File: src/rtl/bus_arbiter_mux.sv
// bus_arbiter_mux: registered N-source bus multiplexer with fixed or
// round-robin priority, multi-driver conflict flag and a saturating
// conflict counter for debug.
module bus_arbiter_mux #(
    parameter int WIDTH = 32,
    parameter int N_SRC = 24,
    parameter int CNT_W = 8
) (
    input  logic                   clock,
    input  logic                   clear,
    input  logic [N_SRC*WIDTH-1:0] src_data,
    input  logic [N_SRC-1:0]       src_out,
    input  logic                   rr_mode,
    output logic [WIDTH-1:0]       bus_out,
    output logic [N_SRC-1:0]       grant,
    output logic                   bus_valid,
    output logic                   conflict,
    output logic [CNT_W-1:0]       conflict_count
);

    localparam int IDX_W = $clog2(N_SRC);

    // Candidate index examined at search step k. Round-robin starts just
    // after the last grant and wraps, so the last grantee is looked at last.
    function automatic logic [IDX_W-1:0] pick_idx(input logic [IDX_W-1:0] lp,
                                                  input logic rr,
                                                  input int k);
        int s;
        if (rr) begin
            s = int'(lp) + 1 + k;
            if (s >= N_SRC) begin
                s = s - N_SRC;
            end
        end else begin
            s = k;
        end
        return IDX_W'(s);
    endfunction

    // Counter increment that sticks at all-ones instead of wrapping.
    function automatic logic [CNT_W-1:0] sat_inc(input logic [CNT_W-1:0] v);
        return (&v) ? v : v + 1'b1;
    endfunction

    logic [WIDTH-1:0] bus_out_q,   bus_out_d;
    logic [N_SRC-1:0] grant_q,     grant_d;
    logic             bus_valid_q, bus_valid_d;
    logic             conflict_q,  conflict_d;
    logic [CNT_W-1:0] count_q,     count_d;
    logic [IDX_W-1:0] lp_q,        lp_d;

    logic             found;
    logic [IDX_W-1:0] win_idx;
    logic [WIDTH-1:0] win_word;
    logic             multi;

    // Arbitration: first requester in search order wins.
    always_comb begin
        found   = 1'b0;
        win_idx = '0;
        for (int k = 0; k < N_SRC; k++) begin
            if (!found && src_out[pick_idx(lp_q, rr_mode, k)]) begin
                found   = 1'b1;
                win_idx = pick_idx(lp_q, rr_mode, k);
            end
        end
    end

    // Route the winning source word (constant slices keep the mux simple).
    always_comb begin
        win_word = '0;
        for (int i = 0; i < N_SRC; i++) begin
            if (win_idx == IDX_W'(i)) begin
                win_word = src_data[i*WIDTH +: WIDTH];
            end
        end
    end

    // Two or more bits set <=> clearing the lowest set bit leaves something.
    assign multi = (src_out & (src_out - 1'b1)) != '0;

    // Next-state: load on any request, otherwise hold the bus and go idle.
    always_comb begin
        bus_out_d   = bus_out_q;
        grant_d     = '0;
        bus_valid_d = 1'b0;
        lp_d        = lp_q;
        conflict_d  = multi;
        count_d     = multi ? sat_inc(count_q) : count_q;
        if (found) begin
            bus_out_d        = win_word;
            grant_d[win_idx] = 1'b1;
            bus_valid_d      = 1'b1;
            lp_d             = win_idx;
        end
    end

    // State registers; clear dominates every other input.
    always_ff @(posedge clock) begin
        if (clear) begin
            bus_out_q   <= '0;
            grant_q     <= '0;
            bus_valid_q <= 1'b0;
            conflict_q  <= 1'b0;
            count_q     <= '0;
            lp_q        <= IDX_W'(N_SRC - 1);
        end else begin
            bus_out_q   <= bus_out_d;
            grant_q     <= grant_d;
            bus_valid_q <= bus_valid_d;
            conflict_q  <= conflict_d;
            count_q     <= count_d;
            lp_q        <= lp_d;
        end
    end

    assign bus_out        = bus_out_q;
    assign grant          = grant_q;
    assign bus_valid      = bus_valid_q;
    assign conflict       = conflict_q;
    assign conflict_count = count_q;

endmodule

File: config.mk
export PLATFORM = sky130hd
export DESIGN_NAME = bus_arbiter_mux
export DESIGN_NICKNAME = d
export VERILOG_FILES = /design/src/rtl/bus_arbiter_mux.sv
export SDC_FILE = /design/constraint.sdc
export NUM_CORES = 1
export LEC_CHECK = 0
export ABC_CLOCK_PERIOD_IN_PS = 17100
export BUFFER_PORTS_ARGS = -buffer_cell sky130_fd_sc_hd__buf_4
export CORE_AREA = 4 4 328 330
export CTS_CLUSTER_DIAMETER = 80
export CTS_CLUSTER_SIZE = 20
export DETAILED_ROUTE_END_ITERATION = 10
export DIE_AREA = 0 0 332 334
export PLACE_DENSITY = 0.41
export SETUP_SLACK_MARGIN = 0.5
export SLEW_MARGIN = 20
export SYNTH_ARGS = -nofsm -noshare
export SYNTH_HDL_FRONTEND = slang
export SYNTH_SLANG_ARGS = --single-unit
export TNS_END_PERCENT = 1
File: constraint.sdc
create_clock -name clock -period 17.1 [get_ports clock]
set_input_delay 0.855 -clock clock [delete_from_list [all_inputs] [get_ports clock]]
set_output_delay 0.855 -clock clock [all_outputs]
set_load 0.02 [all_outputs]
==> results.md <==
* Final #Nets at 3871
* Adder-Cell Fraction of Synth Area at 0.0347
* CTS Buffer Depth at 2
* First-pass GRT wire length at 234 mm
* Hold Fails Final Rpt at 0
* Clock buffer count from CTS at 9
* Synth cell count leaders: 204 x nand2_1, 184 x nor2_1, 161 x a21oi_1
* Worst hold path class: flop to flop
* Most common flop cell mapped by yosys: dfxtp_1
* Slowest-stage cell, CP: nor4_2
* Hold Startpoint: bus_out[31]
* Vias at 25154
* Die outline height at 334 um
* Most frequent cell on the critical path: ha_1
* Post-synth EDFFs at 0
* Synth warn at 0
* Mean Syn Cell Area at 7.16 um2
* Reg-to-reg slack, setup at between 5 and 6 ns
* Routed wire length at 185 mm
* Top Family by Delay on Critical Path: simple AND/OR/NAND/NOR gates
* Pin count of the biggest net entering global routing at 83
* R2R cell count at 28
* FF-to-FF End: bus_out[31]
* WL met3 at around 18 mm
* PortBufs at 860
* Post-synthesis xor/xnor area fraction at 0.0280
* Die area at approximately 110000 um2
* Setup-failing EPs final at 0
* Synth Area in Compound Gates at 0.386
* Crit path largest cell delay at approximately 1.0 ns
* Die W at ~330 um
* Met2 wire length at roughly 85 mm
* Post-CTS resize count at 0
* Via-to-Cell Ratio at around 5.6
* Worst slew pin tran at approximately 1.2 ns
* Post-Synth Simple-Gate Area at 0.254
* Synth unique cells at around 130
* Slew margin rel. at 0.194
* Synth Instances at approximately 2300
* Top sig layer: met5
* Hpwl dp at 156 mm
* Register bit count reported by yosys at 71
* Clk_lat worst skew at 0.40 ns
* Drt pass-1 iters at 6
* Vias in the first global route at ~24000
* Initial DRC Count at 3232
* Std cell rows at between 100 and 150
* Yosys top cell area share at 0.0933
* Hold Path Sink: bus_out[31]
* Setup bufs post-CTS at 0
* Area leader, netlist: mux2i_1
* Hold-fix buffers at CTS at 0
* Initial Utilization at 0.156
* Type of origin of the critical path: flop
* CP Capture Type: flop
* Status: finished clean
* Clk sink count at 71
* Core Region at between 100000 and 150000 um2
* Reg-to-Reg Start: lp_q[0]
* DRC at 0
* Netlist Area Pre-Place at ~16000 um2
* Critical Path AT at 12.34 ns
* Fin. max-slew vios at 0
* Cell with the most instances after synthesis: nand2_1
* TritonCTS clock tree: built
* GRT overflow at 0
* Fmax achieved at approximately 0.083 GHz
* Root Driver: clkbuf_16
* Clock slew at reported path FFs at roughly 0.080 ns
* Layout cell share with drive strength beyond 1 at 0.363
* Synth top area cells: mux2i_1 9.3%, dfxtp_1 8.7%, a21oi_1 4.9%
* Dpl ws at approximately 5.4 ns
* Worst Path Max Fanout at 40
* WP data required at around 17 ns
* Synthesized net count at around 3100
* Mux cell area share after synthesis at 0.142
* Hold_ws at 0.457 ns
* Fin Setup TNS at 0 ns
* Hold path cells at 2
* Final worst path period share at 0.703
* Post-synth ARST share at 0
* RSZ-0062 raised after global routing: false
* Post-route ant nets at 0
* Crit Path Class: flop to flop
* GP Congestion at ~1.1
* Drt wl/cell at between 40 and 50 um
* Fin crit period at around 12 ns
* Area grow syn2layout at 51.9%
* WL met1 at about 70 mm
* Sequential area share after synthesis at 0.0871
* Main combinational cell family by area after synthesis: compound AO/OA/AOI/OAI gates
* Clock skew at ~0.011 ns
* Final Util at 0.236
* CP bufs+invs at 4
* Initial antenna violation count at 110
* GRT Util Overall at 0.312
* Ports at approximately 860
* # Max-Cap Violations at 0
* Final worst slack at around 5.1 ns
* CTS H-tree lvls at 3
area by class of cell:
type                            instances  area, um2
Timing Repair Buffer                  922       6930
Sequential cell                        71       1420
Antenna cell                           62        155
Multi-Input combinational cell       1974      14000
Inverter                               56        214
Fill cell                           11961      80100
Clock buffer                           12        256
Clock inverter                          4       52.6
Tap cell                             1391       1740
how the worst max path moves through the flow:
stage | start | endpoint | slack [ns] | cells past startpoint
after floorplan | lp_q[0] | bus_out[24] | 9.59 | 34
after global placement | lp_q[0] | bus_out[31] | 5.58 | 28
after detailed placement | lp_q[0] | bus_out[31] | 5.45 | 28
after CTS | lp_q[0] | bus_out[31] | 5.39 | 28
after global routing | lp_q[0] | bus_out[31] | 4.69 | 28
final | lp_q[0] | bus_out[31] | 5.08 | 28
logic make-up (layout without fill, tap and decap cells):
logic type | after synthesis | count (layout)
buffers and inverters | 233 | 994
and+or+nand+nor | 798 | 798
adders and majority gates | 46 | 46
AOI/OAI and AO/OA | 890 | 890
other | 0 | 62
muxes | 206 | 206
DFF | 71 | 71
xor gates and xnor gates | 34 | 34
layer usage:
layer	global-route usage	vias up
met5	0	-
met4	0.194	40
met3	0.109	364
met2	0.504	1571
met1	0.353	12603
li1	-	10576
cells in the final DEF, fill, tap and decap left out, types with 10 or more instances in the layout:
cell,count
buf_4,920
dfxtp_1,70
a222oi_1,10
a221oi_1,39
a221o_1,15
a22oi_1,56
o221ai_1,45
nor4_1,19
mux2_2,34
diode_2,62
xnor2_1,18
and3_1,21
mux2i_1,152
o21a_1,23
nor3_1,59
a21oi_1,158
inv_1,47
a211oi_1,51
nand4_1,13
a32o_1,10
nand2b_1,19
a21o_1,16
mux4_2,16
nor2_1,179
o211ai_1,43
o21ai_0,127
o31ai_1,14
nand4b_1,10
o2111ai_1,13
or3_1,35
and2_1,32
ha_1,42
nand3_1,83
o21ai_1,24
nand2_1,202
a31oi_1,28
nor2b_1,16
o22ai_1,68
per-stage QoR:
step | std cells | area, um2
CTS | 4429 | 24600
floorplan | 2278 | 16300
finish | 4492 | 24800
global route | 4463 | 24700
detailed placement | 4413 | 24300
global placement | 4412 | 24300
sequential cells by signal, summed over array words and instances, names as in the netlist:
register	cells
bus_valid	1
conflict	1
bus_out	32
conflict_count	8
grant	24
lp_q	5
worst min-delay path: stages (launching register included):
cell	delay, ns
dfxtp_1	0.32
nand2_1	0.05
o21ai_1	0.05
Power is not shown: default switching activity piles up to over one toggle a cycle in this logic, so the estimate is an artifact.
